===== src/rtl/lcd_driver_n.sv =====
`default_nettype none
// ============================================================================
//  Module      : lcd_driver_n
//  Description : Parametrised, registered LCD character driver for the alarm
//                clock. Selects one of three BCD sources (current time, alarm
//                time, keypad entry), converts each digit to ASCII, blinks the
//                keypad entry at 1 Hz and runs the alarm ringing / snooze FSM
//                that drives the buzzer enable.
//  Revision    : 1.0 - initial release
// ============================================================================
module lcd_driver_n #(
    parameter int NUM_DIGITS    = 4,
    parameter int DIGIT_W       = 4,
    parameter int ALARM_TIMEOUT = 60,
    parameter int SNOOZE_SECS   = 300,
    parameter bit BLINK_EN      = 1'b1
) (
    input  logic                          clock,
    input  logic                          reset_n,
    input  logic                          one_second,
    input  logic [NUM_DIGITS*DIGIT_W-1:0] alarm_time,
    input  logic [NUM_DIGITS*DIGIT_W-1:0] current_time,
    input  logic [NUM_DIGITS*DIGIT_W-1:0] key,
    input  logic                          show_a,
    input  logic                          show_current_time,
    input  logic                          alarm_on,
    input  logic                          alarm_button,
    input  logic                          snooze_button,
    output logic [NUM_DIGITS*8-1:0]       display,
    output logic                          sound_a
);

    localparam int c_CNT_MAX = (ALARM_TIMEOUT > SNOOZE_SECS) ? ALARM_TIMEOUT : SNOOZE_SECS;
    localparam int c_CNT_W   = $clog2(c_CNT_MAX + 1);

    localparam logic [c_CNT_W-1:0] c_RING_LAST   = c_CNT_W'(ALARM_TIMEOUT - 1);
    localparam logic [c_CNT_W-1:0] c_SNOOZE_LAST = c_CNT_W'(SNOOZE_SECS - 1);
    localparam logic [c_CNT_W-1:0] c_CNT_ONE     = c_CNT_W'(1);

    typedef enum logic [1:0] {
        ST_IDLE    = 2'd0,
        ST_RINGING = 2'd1,
        ST_SNOOZE  = 2'd2
    } state_t;

    state_t                  r_state;
    logic [c_CNT_W-1:0]      r_cnt;
    logic                    r_sound;
    logic                    r_blink_ph;
    logic                    r_match_q;
    logic                    r_run;
    logic [NUM_DIGITS*8-1:0] r_display;

    logic [NUM_DIGITS*DIGIT_W-1:0] w_sel;
    logic [NUM_DIGITS*8-1:0]       w_char;
    logic                          w_blank;
    logic                          w_match;
    logic                          w_match_rise;
    logic                          w_tick;

    // Source select: keypad entry outranks alarm view, which outranks the clock.
    assign w_sel = show_current_time ? key :
                   show_a            ? alarm_time : current_time;

    // Per-digit BCD to ASCII; anything above 9 shows as 'E'.
    genvar g;
    generate
        for (g = 0; g < NUM_DIGITS; g++) begin : g_digit
            logic [DIGIT_W-1:0] w_digit;
            assign w_digit = w_sel[g*DIGIT_W +: DIGIT_W];
            assign w_char[g*8 +: 8] = (32'(w_digit) < 32'd10) ?
                                      (8'h30 + 8'(w_digit)) : 8'h45;
        end
    endgenerate

    assign w_blank      = BLINK_EN && show_current_time && r_blink_ph;
    assign w_match      = (current_time == alarm_time);
    assign w_match_rise = w_match & ~r_match_q;
    // The first edge after reset release must not count a second.
    assign w_tick       = one_second & r_run;

    // Registered character output, blanked during the off phase of the blink.
    always_ff @(posedge clock or negedge reset_n) begin
        if (!reset_n) begin
            r_display <= {NUM_DIGITS{8'h30}};
        end else begin
            r_display <= w_blank ? {NUM_DIGITS{8'h20}} : w_char;
        end
    end

    // Blink phase, match edge history and post-reset run flag.
    always_ff @(posedge clock or negedge reset_n) begin
        if (!reset_n) begin
            r_blink_ph <= 1'b0;
            r_match_q  <= 1'b0;
            r_run      <= 1'b0;
        end else begin
            if (one_second) begin
                r_blink_ph <= ~r_blink_ph;
            end
            r_match_q <= w_match;
            r_run     <= 1'b1;
        end
    end

    // Alarm FSM: ring on a match edge, stop, snooze, and timeouts.
    always_ff @(posedge clock or negedge reset_n) begin
        if (!reset_n) begin
            r_state <= ST_IDLE;
            r_cnt   <= '0;
            r_sound <= 1'b0;
        end else begin
            r_sound <= (r_state == ST_RINGING);
            if (!alarm_on) begin
                r_state <= ST_IDLE;
                r_cnt   <= '0;
            end else begin
                case (r_state)
                    ST_IDLE: begin
                        if (w_match_rise) begin
                            r_state <= ST_RINGING;
                            r_cnt   <= '0;
                        end
                    end
                    ST_RINGING: begin
                        if (alarm_button) begin
                            r_state <= ST_IDLE;
                            r_cnt   <= '0;
                        end else if (snooze_button) begin
                            r_state <= ST_SNOOZE;
                            r_cnt   <= '0;
                        end else if (w_tick) begin
                            if (r_cnt == c_RING_LAST) begin
                                r_state <= ST_IDLE;
                                r_cnt   <= '0;
                            end else begin
                                r_cnt <= r_cnt + c_CNT_ONE;
                            end
                        end
                    end
                    ST_SNOOZE: begin
                        if (alarm_button) begin
                            r_state <= ST_IDLE;
                            r_cnt   <= '0;
                        end else if (w_tick) begin
                            if (r_cnt == c_SNOOZE_LAST) begin
                                r_state <= ST_RINGING;
                                r_cnt   <= '0;
                            end else begin
                                r_cnt <= r_cnt + c_CNT_ONE;
                            end
                        end
                    end
                    default: begin
                        r_state <= ST_IDLE;
                        r_cnt   <= '0;
                    end
                endcase
            end
        end
    end

    assign display = r_display;
    assign sound_a = r_sound;

endmodule
`default_nettype wire


===== config.mk =====
export PLATFORM = sky130hd
export DESIGN_NAME = lcd_driver_n
export DESIGN_NICKNAME = d
export VERILOG_FILES = /design/src/rtl/lcd_driver_n.sv
export SDC_FILE = /design/constraint.sdc
export NUM_CORES = 1
export LEC_CHECK = 0
export CELL_PAD_IN_SITES_DETAIL_PLACEMENT = 0
export CELL_PAD_IN_SITES_GLOBAL_PLACEMENT = 1
export CORE_AREA = 5 5 105 82
export DETAILED_ROUTE_END_ITERATION = 6
export DIE_AREA = 0 0 110 87
export GPL_TIMING_DRIVEN = 0
export PLACE_DENSITY_LB_ADDON = 0.12
export SLEW_MARGIN = 20
export SYNTH_ARGS = -nofsm -noshare
export SYNTH_HDL_FRONTEND = slang
export SYNTH_SLANG_ARGS = --single-unit

===== constraint.sdc =====
create_clock -name clock -period 2.1 [get_ports clock]
set_input_delay 0.63 -clock clock [delete_from_list [all_inputs] [get_ports clock]]
set_output_delay 0.63 -clock clock [all_outputs]
set_load 0.05 [all_outputs]

==> report_table.html, run 1 <==
<table>
<tr><th>Metric</th><th>Value</th></tr>
<tr><th colspan="2">Die</th></tr>
<tr><td>Horiz. Die Dim</td><td>110 µm</td></tr>
<tr><td>Core area</td><td>7600 µm²</td></tr>
<tr><td>Number of core rows</td><td>28</td></tr>
<tr><td>Starting utilization of the core area</td><td>31.6%</td></tr>
<tr><td>Area enclosed by the die boundary</td><td>9570 µm²</td></tr>
<tr><td>I/O pins</td><td>89</td></tr>
<tr><td>Height of the die</td><td>87 µm</td></tr>
<tr><th colspan="2">Detailed routing</th></tr>
<tr><td>Vias per cell</td><td>4.59</td></tr>
<tr><td>Routed wire length per instance</td><td>15.7 µm</td></tr>
<tr><td>DRC errors left</td><td>0</td></tr>
<tr><td>Vias after detailed routing</td><td>2,048</td></tr>
<tr><td>Final ANT Viol Nets</td><td>0</td></tr>
<tr><td>Detailed Route Iter0 Violations</td><td>71</td></tr>
<tr><td>Wire length reported by the detailed router</td><td>6.99 mm</td></tr>
<tr><td>Length of the first detailed-routing pass in iterations</td><td>4</td></tr>
<tr><th colspan="2">Place</th></tr>
<tr><td>Number of buffer cells added on primary ports</td><td>82</td></tr>
<tr><td>HPWL after DPL</td><td>5.45 mm</td></tr>
<tr><td>RD Place Congestion</td><td>0.764</td></tr>
<tr><td>Instance count after placement with tap cells included</td><td>435</td></tr>
<tr><th colspan="2">Pwr</th></tr>
<tr><td>Clk network pwr share</td><td>19.7%</td></tr>
<tr><td>Standby leakage power</td><td>1.65 nW</td></tr>
<tr><td>Areal power density over the cells</td><td>807 nW/µm²</td></tr>
<tr><td>Gate power share</td><td>42.4%</td></tr>
<tr><td>Net switching power</td><td>1.17 mW</td></tr>
<tr><td>Net switching fraction of the power</td><td>41.7%</td></tr>
<tr><td>Internal power</td><td>1.63 mW</td></tr>
<tr><td>Overall power consumption</td><td>2.80 mW</td></tr>
<tr><td>Maximum VDD drop</td><td>441 µV</td></tr>
<tr><td>Sequential share of power</td><td>37.8%</td></tr>
<tr><th colspan="2">Yosys</th></tr>
<tr><td>Biggest area consumer among synthesized cells</td><td>sky130_fd_sc_hd__dfrtp_1</td></tr>
<tr><td>Post-synthesis cell count</td><td>244</td></tr>
<tr><td>Number of distinct library cells after synthesis</td><td>41</td></tr>
<tr><td>Average instance area after synthesis</td><td>9.84 µm²</td></tr>
<tr><td>Synthesis Warnings</td><td>0</td></tr>
<tr><td>Synth Cell Area</td><td>2400 µm²</td></tr>
<tr><td>Sequential-to-total area share from yosys stat</td><td>45.3%</td></tr>
<tr><td>Most instantiated flip-flop cell in the synthesis netlist</td><td>sky130_fd_sc_hd__dfrtp_1</td></tr>
<tr><td>Count of flip-flops with a built-in enable after synthesis</td><td>0</td></tr>
<tr><td>Share of the synthesized area in the top cell type</td><td>36.5%</td></tr>
<tr><td>Leading cell types by total area after synthesis</td><td>sky130_fd_sc_hd__dfrtp_1, sky130_fd_sc_hd__dfstp_2, sky130_fd_sc_hd__xnor2_1</td></tr>
<tr><td>Ys async rst share</td><td>100%</td></tr>
<tr><td>Post-synthesis register bit count</td><td>43</td></tr>
<tr><th colspan="2">Worst setup path</th></tr>
<tr><td>Slowest cell on the critical path</td><td>sky130_fd_sc_hd__clkdlybuf4s50_1</td></tr>
<tr><td>Nature of the critical path startpoint</td><td>register</td></tr>
<tr><td>Slack of the worst reg-to-reg path</td><td>0.23 ns</td></tr>
<tr><td>Required time of the critical path</td><td>1.47 ns</td></tr>
<tr><td>Worst reg2reg path endpoint</td><td>r_cnt[4]</td></tr>
<tr><td>Critical path data arrival time</td><td>1.44 ns</td></tr>
<tr><td>CP endpoint kind</td><td>primary output</td></tr>
<tr><td>Buf/Inv on CP</td><td>1</td></tr>
<tr><td>Reg2Reg Launch Point</td><td>r_cnt[0]</td></tr>
<tr><td>Largest fanout of any net on the critical path</td><td>1</td></tr>
<tr><td>CP Cell Sequence</td><td>clkdlybuf4s50_1</td></tr>
<tr><td>Crit Path Class</td><td>reg2out</td></tr>
<tr><td>Depth of the worst register-to-register path</td><td>7</td></tr>
<tr><td>Stage delay of the slowest cell on the critical path</td><td>0.81 ns</td></tr>
<tr><td>Dominant delay contributor by cell family on the critical path</td><td>buffers and inverters</td></tr>
<tr><th colspan="2">Final layout</th></tr>
<tr><td>Synthesis-to-finish area growth</td><td>44.7%</td></tr>
<tr><td>Area used by multi-input combinational logic</td><td>1300 µm²</td></tr>
<tr><td>Fin nets</td><td>401</td></tr>
<tr><td>Post-route insts no fill</td><td>446</td></tr>
<tr><td>Layout cell share with drive strength beyond 1</td><td>20.2%</td></tr>
<tr><td>Inserted Diodes</td><td>0</td></tr>
<tr><td>Sequential cell area in the final layout</td><td>1090 µm²</td></tr>
<tr><td>Fill cell total of the finished layout</td><td>760</td></tr>
<tr><th colspan="2">Status</th></tr>
<tr><td>Outcome</td><td>finished, final reports clean</td></tr>
<tr><th colspan="2">Timing</th></tr>
<tr><td>Clock Skew</td><td>0.00474 ns</td></tr>
<tr><td>Fmax</td><td>482 MHz</td></tr>
<tr><td>Unrepaired setup endpoints after global routing</td><td>true</td></tr>
<tr><td>Worst-Margin Slew</td><td>0.524 ns</td></tr>
<tr><td>Fin crit period</td><td>2.07 ns</td></tr>
<tr><td>Number of endpoints with negative hold slack in the final report</td><td>0</td></tr>
<tr><td>Max-slew headroom at the worst pin</td><td>65.0%</td></tr>
<tr><td>Post-route worst hold slack</td><td>0.266 ns</td></tr>
<tr><td>Crit share post-route</td><td>98.8%</td></tr>
<tr><td>Max Slew Vio Count</td><td>0</td></tr>
<tr><td>Setup-violating endpoint count in the final report</td><td>0</td></tr>
<tr><th colspan="2">Worst hold path</th></tr>
<tr><td>Tightest Hold Check Type</td><td>in2async</td></tr>
<tr><th colspan="2">Clocking</th></tr>
<tr><td>Number of buffers inserted for hold repair after clock tree synthesis</td><td>0</td></tr>
<tr><td>Clock buffers created by TritonCTS</td><td>5</td></tr>
<tr><td># H-tree levels</td><td>2</td></tr>
<tr><td>Worst-skew pair later-pin latency</td><td>0.29 ns</td></tr>
<tr><td>Clock edge transition at the registers on the reported setup and hold paths</td><td>0.09 ns</td></tr>
<tr><td>Number of clock sinks</td><td>43</td></tr>
<tr><td>Root cell of the clock tree</td><td>sky130_fd_sc_hd__clkbuf_8</td></tr>
<tr><td>TritonCTS clock tree</td><td>done</td></tr>
<tr><td>Number of buffers between clock root and the deepest sink</td><td>2</td></tr>
<tr><th colspan="2">Global routing</th></tr>
<tr><td>Maximum number of pins on one net before global-route repair</td><td>30</td></tr>
<tr><td>Initial antenna violation count</td><td>0</td></tr>
<tr><td>Global route total overflow</td><td>0</td></tr>
<tr><td>Number of global-route vias before repair</td><td>2,227</td></tr>
<tr><td>Global-route wire length before repair</td><td>11.4 mm</td></tr>
<tr><td>Global Route Usage Sum</td><td>15.5%</td></tr>
<tr><th colspan="2">Job</th></tr>
<tr><td># Max-Cap Violations</td><td>0</td></tr>
</table>
==> per-layer routing <==
layer | track usage (%) | vias up | routed length (µm)
met3 | 3.93 | 4 | 437
met4 | 3.06 | 0 | 53
met2 | 23.2 | 64 | 3010
met5 | 0 | - | 0
li1 | - | 1041 | -
met1 | 22.6 | 939 | 3490
==> what timing repair did <==
item | CTS | global route
setup endpoints to repair | 27 | 29
buffers inserted | 2 | 1
pin swaps | 13 | 17
gates resized for setup | 50 | 63
==> flip-flops by register name (all words and copies together) (netlist names) <==
name	flops
display	28
r_blink_ph	1
r_cnt	9
r_match_q	1
r_run	1
r_state	2
sound_a	1
==> stage by stage <==
stage,area [µm²],worst slack [ns],TNS (ns),utilization [%]
floorplan,2410,0.147,0,-
global placement,3360,-0.811,-43.46,44.2
detailed placement,3380,-0.583,-12.68,44.4
CTS,3450,0.0000181,0,45.4
global route,3470,-0.0285,-0.0713,45.7
finish,3470,0.0256,0,45.7
==> how the worst max path moves through the flow <==
stage	cells past startpoint	slack (ns)	end	start
detailed placement	8	-0.58	r_cnt[8]	current_time[3]
finish	1	0.03	display[10]	display[10]
CTS	1	0.00002	display[9]	display[9]
global route	8	-0.03	r_cnt[5]	alarm_on
floorplan	7	0.15	r_cnt[7]	current_time[3]
global placement	1	-0.81	display[14]	reset_n
==> power by group through the flow <==
stage	registers, mW	logic [mW]	clock network [mW]
2_1_floorplan	1.48	0.352	0
3_3_place_gp	1.08	1.24	0
3_5_place_dp	1.08	1.24	0
4_1_cts	1.07	1.19	0.571
5_1_grt	1.08	1.28	0.606
6_report	1.06	1.19	0.553
==> kinds of logic (layout without fill, tap and decap cells) <==
logic type,count (synthesis),in the layout,synth area share [%]
compound gates,60,60,16.3
xor+xnor,17,17,6.20
fa+ha+maj,5,5,2.61
buf+inv,18,112,3.81
flops,43,43,45.3
mux,14,14,5.94
other cells,2,5,0.313
simple gates,85,85,19.6
==> cell usage after synthesis (2+ instances only) <==
master and count:
sky130_fd_sc_hd__o31ai_2 3, sky130_fd_sc_hd__buf_4 4, sky130_fd_sc_hd__nor2_1 21, sky130_fd_sc_hd__a22oi_1 4, sky130_fd_sc_hd__or2_2 4, sky130_fd_sc_hd__o211a_1 4, sky130_fd_sc_hd__mux2_2 2, sky130_fd_sc_hd__o21ai_1 8
sky130_fd_sc_hd__dfrtp_1 35, sky130_fd_sc_hd__nand2_1 16, sky130_fd_sc_hd__o21ai_0 9, sky130_fd_sc_hd__nor2b_1 6, sky130_fd_sc_hd__mux2i_1 12, sky130_fd_sc_hd__o21bai_1 4, sky130_fd_sc_hd__nand2b_1 6, sky130_fd_sc_hd__a21oi_1 20
sky130_fd_sc_hd__nand4_1 4, sky130_fd_sc_hd__clkbuf_1 8, sky130_fd_sc_hd__xnor2_1 16, sky130_fd_sc_hd__conb_1 2, sky130_fd_sc_hd__ha_1 5, sky130_fd_sc_hd__nand3_1 4, sky130_fd_sc_hd__and3_1 8, sky130_fd_sc_hd__and2_1 5
sky130_fd_sc_hd__nor3b_1 4, sky130_fd_sc_hd__inv_1 4, sky130_fd_sc_hd__a211oi_1 4, sky130_fd_sc_hd__dfstp_2 8, sky130_fd_sc_hd__and4b_1 2
==> area by class of cell <==
| cell class | instances | area share, % |
|---|---|---|
| plain buffers | 14 | 2.31 |
| well taps | 105 | 3.78 |
| multi-input cells | 186 | 37.3 |
| flip-flops and latches | 43 | 31.3 |
| clock inverters | 3 | 0.684 |
| repair buffers | 86 | 22.2 |
| inverters | 4 | 0.432 |
| clock buffers | 5 | 1.98 |
==> cell usage in the layout (no fill, tap or decap), types with 8 or more instances in the layout <==
| cell type | instances |
|---|---|
| sky130_fd_sc_hd__a21oi_1 | 15 |
| sky130_fd_sc_hd__and3_1 | 8 |
| sky130_fd_sc_hd__buf_4 | 8 |
| sky130_fd_sc_hd__clkbuf_2 | 17 |
| sky130_fd_sc_hd__clkdlybuf4s50_1 | 26 |
| sky130_fd_sc_hd__dfrtp_1 | 35 |
| sky130_fd_sc_hd__dfstp_2 | 8 |
| sky130_fd_sc_hd__dlygate4sd2_1 | 21 |
| sky130_fd_sc_hd__dlymetal6s2s_1 | 10 |
| sky130_fd_sc_hd__mux2i_1 | 12 |
| sky130_fd_sc_hd__nand2_1 | 16 |
| sky130_fd_sc_hd__nor2_1 | 19 |
| sky130_fd_sc_hd__o21ai_0 | 9 |
| sky130_fd_sc_hd__xnor2_1 | 15 |
(Power assumes the default switching activity.)
==> run 2, diff against run 1 <==
--- a/config.mk
+++ b/config.mk
@@ -7,9 +7,9 @@
 export LEC_CHECK = 0
 export CELL_PAD_IN_SITES_DETAIL_PLACEMENT = 0
 export CELL_PAD_IN_SITES_GLOBAL_PLACEMENT = 1
-export CORE_AREA = 5 5 105 82
+export CORE_AREA = 2 2 102 79
 export DETAILED_ROUTE_END_ITERATION = 6
-export DIE_AREA = 0 0 110 87
+export DIE_AREA = 0 0 104 81
 export GPL_TIMING_DRIVEN = 0
 export PLACE_DENSITY_LB_ADDON = 0.12
 export SLEW_MARGIN = 20
==> run 2 against run 1 <==
  * Maximum frequency up 1.4%
  * Worst hold slack better by 0.027 ns
  * Die area down 12%
  * Via count up 0.39%
  * Register-to-register slack better by 0.04 ns
  * Critical path type unchanged
  * Largest power group unchanged
==> report_table.html, run 2 (synthesized netlist as in run 1, its figures left out) <==
<table>
<tr><th>Metric</th><th>Value</th></tr>
<tr><th colspan="2">Status</th></tr>
<tr><td>Outcome</td><td>finished, final reports clean</td></tr>
<tr><th colspan="2">Global routing</th></tr>
<tr><td>Number of global-route vias before repair</td><td>1,973 (-11%)</td></tr>
<tr><td>Global-route wire length before repair</td><td>10.1 mm (-11%)</td></tr>
<tr><td>Maximum number of pins on one net before global-route repair</td><td>26 (-13%)</td></tr>
<tr><td>Global route total overflow</td><td>0 (unchanged)</td></tr>
<tr><td>Initial antenna violation count</td><td>0 (unchanged)</td></tr>
<tr><td>Global Route Usage Sum</td><td>15.6% (+0.14 points)</td></tr>
<tr><th colspan="2">Detailed routing</th></tr>
<tr><td>Detailed Route Iter0 Violations</td><td>49 (-31%)</td></tr>
<tr><td>Length of the first detailed-routing pass in iterations</td><td>4 (unchanged)</td></tr>
<tr><td>Vias after detailed routing</td><td>2,056 (+0.39%)</td></tr>
<tr><td>Routed wire length per instance</td><td>14.3 µm (-8.5%)</td></tr>
<tr><td>Vias per cell</td><td>4.62 (+0.62%)</td></tr>
<tr><td>DRC errors left</td><td>0 (unchanged)</td></tr>
<tr><td>Wire length reported by the detailed router</td><td>6.38 mm (-8.7%)</td></tr>
<tr><td>Final ANT Viol Nets</td><td>0 (unchanged)</td></tr>
<tr><th colspan="2">Worst setup path</th></tr>
<tr><td>Dominant delay contributor by cell family on the critical path</td><td>buffers and inverters</td></tr>
<tr><td>Nature of the critical path startpoint</td><td>register</td></tr>
<tr><td>Slack of the worst reg-to-reg path</td><td>0.27 ns (+0.04 ns)</td></tr>
<tr><td>Required time of the critical path</td><td>1.47 ns (about the same)</td></tr>
<tr><td>Largest fanout of any net on the critical path</td><td>1 (unchanged)</td></tr>
<tr><td>Worst reg2reg path endpoint</td><td>r_state[1]</td></tr>
<tr><td>CP Cell Sequence</td><td>clkdlybuf4s50_1</td></tr>
<tr><td>Critical path data arrival time</td><td>1.42 ns (-0.02 ns)</td></tr>
<tr><td>CP endpoint kind</td><td>primary output</td></tr>
<tr><td>Reg2Reg Launch Point</td><td>r_cnt[6]</td></tr>
<tr><td>Crit Path Class</td><td>reg2out</td></tr>
<tr><td>Stage delay of the slowest cell on the critical path</td><td>0.79 ns (-0.02 ns)</td></tr>
<tr><td>Buf/Inv on CP</td><td>1 (unchanged)</td></tr>
<tr><td>Slowest cell on the critical path</td><td>sky130_fd_sc_hd__clkdlybuf4s50_1</td></tr>
<tr><td>Depth of the worst register-to-register path</td><td>6 (-1)</td></tr>
<tr><th colspan="2">Clocking</th></tr>
<tr><td>Clock edge transition at the registers on the reported setup and hold paths</td><td>0.09 ns (about the same)</td></tr>
<tr><td>Number of buffers inserted for hold repair after clock tree synthesis</td><td>0 (unchanged)</td></tr>
<tr><td># H-tree levels</td><td>2 (unchanged)</td></tr>
<tr><td>Worst-skew pair later-pin latency</td><td>0.29 ns (about the same)</td></tr>
<tr><td>Number of buffers between clock root and the deepest sink</td><td>2 (unchanged)</td></tr>
<tr><td>TritonCTS clock tree</td><td>done</td></tr>
<tr><td>Root cell of the clock tree</td><td>sky130_fd_sc_hd__clkbuf_8</td></tr>
<tr><td>Number of clock sinks</td><td>43 (unchanged)</td></tr>
<tr><td>Clock buffers created by TritonCTS</td><td>5 (unchanged)</td></tr>
<tr><th colspan="2">Final layout</th></tr>
<tr><td>Largest register FFs</td><td>28 (unchanged)</td></tr>
<tr><td>Inserted Diodes</td><td>0 (unchanged)</td></tr>
<tr><td>Fin nets</td><td>400 (-0.25%)</td></tr>
<tr><td>Layout cell share with drive strength beyond 1</td><td>13.5% (-6.7 points)</td></tr>
<tr><td>Synthesis-to-finish area growth</td><td>46.0%</td></tr>
<tr><td>Fill cell total of the finished layout</td><td>783 (+3.0%)</td></tr>
<tr><td>Commonest non-fill, non-tap cells in the layout</td><td>sky130_fd_sc_hd__dfrtp_1, sky130_fd_sc_hd__dlygate4sd2_1, sky130_fd_sc_hd__clkdlybuf4s50_1</td></tr>
<tr><th colspan="2">Pwr</th></tr>
<tr><td>Internal power</td><td>1.64 mW (+0.44%)</td></tr>
<tr><td>Net switching fraction of the power</td><td>40.5% (-1.1 points)</td></tr>
<tr><td>Overall power consumption</td><td>2.76 mW (-1.5%)</td></tr>
<tr><td>Clk network pwr share</td><td>18.7% (-1.0 points)</td></tr>
<tr><td>Areal power density over the cells</td><td>788 nW/µm² (-2.3%)</td></tr>
<tr><td>Maximum VDD drop</td><td>292 µV (-34%)</td></tr>
<tr><td>Gate power share</td><td>43.2% (+0.8 points)</td></tr>
<tr><td>Standby leakage power</td><td>1.64 nW (-1.0%)</td></tr>
<tr><td>Sequential share of power</td><td>38.1% (+0.3 points)</td></tr>
<tr><td>Net switching power</td><td>1.12 mW (-4.1%)</td></tr>
<tr><th colspan="2">Place</th></tr>
<tr><td>HPWL after DPL</td><td>5.07 mm (-6.8%)</td></tr>
<tr><td>RD Place Congestion</td><td>0.878 (+15%)</td></tr>
<tr><td>Number of buffer cells added on primary ports</td><td>82 (unchanged)</td></tr>
<tr><th colspan="2">Die</th></tr>
<tr><td>Starting utilization of the core area</td><td>31.7% (+0.15 points)</td></tr>
<tr><td>Number of core rows</td><td>28 (unchanged)</td></tr>
<tr><td>Height of the die</td><td>81 µm (-6.9%)</td></tr>
<tr><td>Area enclosed by the die boundary</td><td>8420 µm² (-12%)</td></tr>
<tr><td>Core area</td><td>7570 µm² (-0.46%)</td></tr>
<tr><td>Horiz. Die Dim</td><td>104 µm (-5.5%)</td></tr>
<tr><td>I/O pins</td><td>89 (unchanged)</td></tr>
<tr><th colspan="2">Worst hold path</th></tr>
<tr><td>Tightest Hold Check Type</td><td>in2async</td></tr>
<tr><th colspan="2">Timing</th></tr>
<tr><td>Unrepaired setup endpoints after global routing</td><td>true</td></tr>
<tr><td>Worst-Margin Slew</td><td>0.543 ns (+0.0189 ns)</td></tr>
<tr><td>Fin crit period</td><td>2.05 ns (-0.0289 ns)</td></tr>
<tr><td>Number of endpoints with negative hold slack in the final report</td><td>0 (unchanged)</td></tr>
<tr><td>Crit share post-route</td><td>97.4% (-1.4 points)</td></tr>
<tr><td>Max Slew Vio Count</td><td>0 (unchanged)</td></tr>
<tr><td>Max-slew headroom at the worst pin</td><td>63.7% (-1.2 points)</td></tr>
<tr><td>Setup-violating endpoint count in the final report</td><td>0 (unchanged)</td></tr>
<tr><td>Clock Skew</td><td>0.0108 ns (+0.00601 ns)</td></tr>
<tr><td>Aggregate negative setup slack</td><td>0 ns (unchanged)</td></tr>
<tr><td>Fmax</td><td>489 MHz (+1.4%)</td></tr>
<tr><th colspan="2">Job</th></tr>
<tr><td># Max-Cap Violations</td><td>0 (unchanged)</td></tr>
</table>
==> run 2: power by group through the flow <==
stage / Sequential [mW] / Combinational, mW / Clock [mW]
2_1_floorplan: 1.48 / 0.352 / 0
3_3_place_gp: 1.08 / 1.23 / 0
3_5_place_dp: 1.08 / 1.24 / 0
4_1_cts: 1.06 / 1.20 / 0.543
5_1_grt: 1.07 / 1.28 / 0.576
6_report: 1.05 / 1.19 / 0.515
==> run 2: worst max-delay path by stage <==
stage / to / slack (ns) / depth (start not counted) / start
global route: r_cnt[3] / -0.06 / 8 / alarm_on
finish: display[8] / 0.05 / 1 / display[8]
floorplan: r_cnt[7] / 0.15 / 7 / current_time[3]
global placement: display[30] / -0.81 / 1 / reset_n
CTS: display[18] / 0.001 / 1 / display[18]
detailed placement: r_cnt[7] / -0.52 / 8 / current_time[9]
==> run 2: routing by layer <==
layer / wire (µm) / global-route usage, % / vias up
met2: 2830 / 24.0 / 59
met3: 423 / 5.22 / 4
met4: 59 / 3.92 / 0
li1: - / - / 1036
met1: 3070 / 21.4 / 957
met5: 0 / 0 / -
==> run 2: cell type report <==
class / instances / area (µm²) / area share (%)
inverter: 4 / 15.0 / 0.428
buffer: 14 / 80.1 / 2.28
tap: 105 / 131 / 3.75
timing repair buffer: 85 / 837 / 23.9
multi-input combinational: 186 / 1270 / 36.2
clock inverter: 2 / 12.5 / 0.357
sequential: 43 / 1090 / 31.0
clock buffer: 6 / 72.6 / 2.07
==> run 2: repair_timing <==
action                                  in CTS  in global routing
endpoints found under the setup margin      22                 27
pin swaps                                    9                  8
gates cloned                                 0                  0
setup buffers                                1                  1
resized for setup                           43                 26
==> run 2: per-stage QoR <==
step           instances  setup WS [ns]  area (µm²)  utilization [%]  hold WS (ns)
6_report             445         0.0545        3500             46.3         0.293
3_3_place_gp         434         -0.812        3360             44.4         0.482
2_1_floorplan        247          0.147        2410                -         0.334
5_1_grt              445        -0.0559        3500             46.3         0.321
3_5_place_dp         435         -0.517        3390             44.7         0.498
4_1_cts              444        0.00118        3430             45.3         0.306
